===== src/rtl/dmem_bridge.sv =====
// rtl/dmem_bridge.sv - data-side bridge from the memory-stage aligner to an SRAM-like data bus
module dmem_bridge (
    input  logic        clk,
    input  logic        resetn,
    input  logic        memenM,
    input  logic [3:0]  memwenM,
    input  logic [1:0]  sizeM,
    input  logic [31:0] addrM,
    input  logic [31:0] realwdataM,
    input  logic        flushM,
    input  logic        pipe_stall,
    output logic        stallM,
    output logic [31:0] readdataM,
    output logic        data_req,
    output logic        data_wr,
    output logic [1:0]  data_size,
    output logic [31:0] data_addr,
    output logic [3:0]  data_wstrb,
    output logic [31:0] data_wdata,
    input  logic        data_addr_ok,
    input  logic        data_data_ok,
    input  logic [31:0] data_rdata
);

    typedef enum logic [1:0] {IDLE, ADDR, DATA, DONE} state_t;

    state_t      state, state_nxt;
    logic        start;
    logic        req_comb, stall_comb;
    logic        is_idle;
    logic        req_wr;
    logic [1:0]  req_size;
    logic [31:0] req_addr;
    logic [3:0]  req_wstrb;
    logic [31:0] req_wdata;
    logic [31:0] rbuf;

    assign start   = memenM & ~flushM;
    assign is_idle = (state == IDLE);

    always_ff @(posedge clk or negedge resetn) begin
        if (!resetn) begin
            state     <= IDLE;
            rbuf      <= '0;
            req_wr    <= 1'b0;
            req_size  <= '0;
            req_addr  <= '0;
            req_wstrb <= '0;
            req_wdata <= '0;
        end else begin
            state <= state_nxt;
            if (is_idle && start) begin
                req_wr    <= |memwenM;
                req_size  <= sizeM;
                req_addr  <= addrM;
                req_wstrb <= memwenM;
                req_wdata <= realwdataM;
            end
            if (state == DATA && data_data_ok) begin
                rbuf <= data_rdata;
            end
        end
    end

    always_comb begin
        state_nxt  = state;
        req_comb   = 1'b0;
        stall_comb = 1'b0;
        case (state)
            IDLE: begin
                if (start) begin
                    req_comb   = 1'b1;
                    stall_comb = 1'b1;
                    state_nxt  = data_addr_ok ? DATA : ADDR;
                end
            end
            ADDR: begin
                req_comb   = 1'b1;
                stall_comb = 1'b1;
                if (data_addr_ok) begin
                    state_nxt = DATA;
                end
            end
            DATA: begin
                if (data_data_ok) begin
                    // Park in DONE while frozen so the instruction still in M is not re-issued.
                    state_nxt = pipe_stall ? DONE : IDLE;
                end else begin
                    stall_comb = 1'b1;
                end
            end
            DONE: begin
                if (!pipe_stall) begin
                    state_nxt = IDLE;
                end
            end
            default: state_nxt = IDLE;
        endcase
    end

    // Gate with resetn so the bus sees no request while reset is asserted.
    assign data_req   = req_comb & resetn;
    assign stallM     = stall_comb & resetn;

    assign data_wr    = is_idle ? |memwenM  : req_wr;
    assign data_size  = is_idle ? sizeM      : req_size;
    assign data_addr  = is_idle ? addrM      : req_addr;
    assign data_wstrb = is_idle ? memwenM    : req_wstrb;
    assign data_wdata = is_idle ? realwdataM : req_wdata;

    assign readdataM  = (state == DATA && data_data_ok) ? data_rdata : rbuf;

endmodule


===== config.mk =====
export PLATFORM = sky130hd
export DESIGN_NAME = dmem_bridge
export DESIGN_NICKNAME = d
export VERILOG_FILES = /design/src/rtl/dmem_bridge.sv
export SDC_FILE = /design/constraint.sdc
export NUM_CORES = 1
export LEC_CHECK = 0
export ABC_CLOCK_PERIOD_IN_PS = 2100
export BUFFER_PORTS_ARGS = -buffer_cell sky130_fd_sc_hd__buf_4
export CORE_MARGIN = 5
export CORE_UTILIZATION = 48
export CTS_CLUSTER_DIAMETER = 30
export CTS_CLUSTER_SIZE = 8
export DETAILED_ROUTE_END_ITERATION = 8
export PLACE_DENSITY = 0.9
export SKIP_CTS_REPAIR_TIMING = 1
export SLEW_MARGIN = 5
export SYNTH_ARGS = -nofsm -noshare
export SYNTH_HDL_FRONTEND = slang
export SYNTH_SLANG_ARGS = --single-unit

===== constraint.sdc =====
create_clock -name clk -period 2.1 [get_ports clk]
set_input_delay 0.315 -clock clk [delete_from_list [all_inputs] [get_ports clk]]
set_output_delay 0.315 -clock clk [all_outputs]
set_load 0.02 [all_outputs]

Yosys cells after proc, flatten, opt, wreduce, memory -nomap -nowiden. Cells that the tools add are included.

Equal/unequal tests: 7. Bitwise logic cells: 4. Reduce and logical (&&, ||, !) cells: 5. Mux-type cells: 17.

Operators by type and width (number): $mux 32 (3); $mux 2 (7); $ne 2x2->1 const B (4); $pmux 2 s4 (1); $eq 2x2->1 const B (2); $mux 4 (1); $reduce_and 4->1 (1); $reduce_or 4->1 (1); $and 1x1->1 (3); $mux 1 (3); $pmux 1 s3 (1); $eq 2x1->1 const B (1); $logic_and 1x1->1 (2); $logic_not 2->1 (1); $pmux 1 s2 (1); $not 1->1 (1).

Flip-flop bits (word level): 105. Output and inout bits: 105. Logic and storage cells: 40. Input port bits: 109.

Longest topological paths before layout.
Word-level depth: 5. Depth in mapped cells: 5. Mapped depth without buffers: 3.

Worst setup path after synthesis. OpenSTA, ideal clock, no wires.

Kind: register -> output. Start: register state[1]. End: output data_addr[27]. Path slack: 0.368 ns. Arrival: 1.417 ns. Buffers on the path: 1. Data required time: 1.785 ns. Stages on the path, launching flop included: 4. Cells stage by stage: dfrtp_1 nor2_2 buf_4 mux2_2.

Longest elaborated chain between the ends: 2.

Ends and longest elaborated chain: start, declared (line 27) `state_t state, state_nxt;`; start signal, assigned (line 51) `state <= state_nxt;`; $logic_not 2->1 (line 39) `assign is_idle = (state == IDLE);`; $mux 32 (line 107) `assign data_addr = is_idle ? addrM : req_addr;`; end, declared (line 17) `output logic [31:0] data_addr,`.

Every way passes these cells.

Worst setup path after layout.
Start: register state[1]. End: output data_addr[28].

The elaborated chain is that of the path after synthesis.

==> summary.md <==
| Metric | Value |
|---|---|
| WL/cell | 18.6 um |
| Synthesis-to-finish area growth | 39.0% |
| Initial antenna violation count | 0 |
| Die X | 114 um |
| Placed Area | 6820 sq um |
| # IOs | 214 |
| Worst-Skew Late Latency | around 0.35 ns |
| Global Route Usage Sum | approximately 18% |
| TritonCTS Sinks | ~110 |
| First-pass GRT wire length | between 15000 and 20000 um |
| Worst setup SP type | register |
| N_diodes | 0 |
| Via count | 3381 |
| Cells after Synth | 315 |
| Final instance area | 7200 sq um |
| Fmax | about 480 MHz |
| Port Buf Inserts | 213 |
| Die Ht | 114 um |
| Largest net degree at the start of global routing | 66 |
| # Max-Cap Violations | 0 |
| Final ANT Viol Nets | 0 |
| Synthesized area per cell | 16.4 sq um |
| Slowest-stage cell, CP | dfrtp_2 |
| Detailed Route WL | between 10000 and 15000 um |
| Fin Clk Skew | 0.00700 ns |
| GPL Wtd Cong | 0.793 |
| Setup CP Type | reg2out |
| H-tree Lvls | 3 |
| Net Count, Synth | 424 |
| Iteration count of the initial detailed-routing pass | 4 |
| Yosys reg bits | 105 |
| Synth warnings | 0 |
| Vias in the first global route | 3681 |
| Critical Path Sink Type | primary output |
| WP buf/inv | 3 |
| Status | finished, final reports clean |
| Total CTS buffers | 9 |
| Share of cells above drive strength 1 | 77.7% |
| Final nets | 647 |
| Slew margin rel. | 46.9% |
| Tcrit/Tclk final | 98.7% |
| Worst EP required | between 1.5 and 2 ns |
| # DRC | 0 |
| Placed cells | between 600 and 700 |
| Clk Tree Root Cell | clkbuf_8 |
| Final Max Tran Viols | 0 |
| CP Max Fanout | 14 |
| Worst Tran Pin Value | 0.797 ns |
| Reg clk slew, reported paths | 0.10 ns |
| Commonest non-fill, non-tap cells in the layout | buf_4, mux2_2, dfrtp_1 |
| Worst endpoint data arrival time | 1.76 ns |
| Synthesized cell area | 5180 sq um |
| Initial Util | roughly 48% |
| CP dominant cell by count | buf_4 |
| Fin. Hold Viols | 0 |
| Layout Cells excl Fill | approximately 680 |
| DR vias/cell | between 4 and 5 |
| Critical path cell sequence | nor2_4, buf_4, buf_12, mux2_2, buf_4 |
| Clock Tree Buf Depth | 2 |
| Congestion Overflow GR | 0 |
| CTS tree | yes |
| VDD IR-drop max | 921 uV |
| RSZ-0062 raised after global routing | true |
| Cell family with most CP delay | flip-flops |
| 1st-iter DRT viols | 110 |
| DP HPWL | 9090 um |
| CP peak stage delay | 0.47 ns |
| Static leakage | 0.00346 uW |
| FP Rows | 38 |
| Class of the worst hold path | in2async |
| Die area | 13000 sq um |
| Power Density | 1740 nW/um^2 |
| Commonest non-fill, non-tap cell in the layout | buf_4 |
| Total core area | 10700 sq um |
| Library cells used by synthesis | 22 |
| Post-synthesis sequential area ratio | 50.7% |
| Fin crit period | roughly 2.1 ns |
| Final setup vio count | 0 |
-- power breakdown --
| part | switching [uW] | internal, uW |
|---|---|---|
| clock network | 638 | 650 |
| registers | 521 | 3050 |
| logic | 3480 | 4170 |
| total | 4640 | 7860 |
-- area by class of cell --
type | count | area (sq um)
clock buffer | 14 | 173
clock inverter | 2 | 35.0
fill | 754 | 3500
inverter | 2 | 7.51
multi-input combinational | 190 | 2320
sequential | 105 | 2630
tap | 140 | 175
timing repair buffer | 230 | 1850
-- routing by layer --
| layer | up-vias | track usage [%] | part of all wire, % |
|---|---|---|---|
| met4 | 0 | 6.81 | 2.1 |
| li1 | 1573 | - | - |
| met3 | 20 | 2.86 | 5.2 |
| met5 | - | 0 | 0 |
| met2 | 111 | 32.2 | 53 |
| met1 | 1677 | 23.0 | 40 |
-- cell families after synthesis --
kind of cell    after synthesis  share of synthesized area [%]
mux                         172                           42.3
simple gates                 11                           1.30
compound gates                7                          0.894
buf+inv                      20                           4.74
flops                       105                           50.7
-- flip-flops by register name, summed over array words and instances, names as in the netlist --
name       count
rbuf          32
req_size       2
req_wstrb      4
req_wr         1
req_wdata     32
req_addr      32
state          2
-- Yosys cell counts --
cell type	instances	share of area, %
a21oi_1	3	0.29
o21ai_0	1	0.097
nor4_1	1	0.12
buf_2	3	0.29
and2_1	1	0.12
mux2_4	68	20
mux2_2	104	23
nand3_1	1	0.097
nor3b_1	1	0.15
buf_12	7	2.7
nor2_1	3	0.22
nor4b_2	1	0.29
nand2_1	1	0.072
a21bo_2	1	0.19
dfrtp_1	105	51
inv_1	2	0.15
o21a_1	1	0.15
nor2_2	1	0.12
buf_4	2	0.29
nand2b_1	1	0.12
o2bb2ai_1	1	0.17
buf_6	6	1.3
-- path summary, 6_finish.rpt --
check                                  start       endpoint  slack, ns  cells after the start
worst max register to register      state[1]  req_wdata[31]       0.21                      4
worst max-delay path                state[1]  data_addr[28]       0.03                      5
min in group clk                data_addr_ok       state[1]       0.19                      2
worst min-delay path                  resetn        rbuf[0]       0.04                      2
worst min register to register      rbuf[23]       rbuf[23]       0.50                      1
max in group asynchronous             resetn       state[0]       1.38                      2
-- stage by stage --
stage	worst slack, ns	util (%)	hold WS [ns]	total power [uW]	setup TNS [ns]
3_5_place_dp	0.267	63.7	0.449	10800	0
6_report	0.0265	67.3	0.0412	12500	0
3_3_place_gp	0.318	63.7	0.435	10600	0
5_1_grt	-0.0383	67.3	0.0919	13200	-1.69
2_1_floorplan	0.368	-	0.0194	8350	0
4_1_cts	-0.137	65.7	0.0479	12200	-9.67
(Power assumes the default switching activity.)
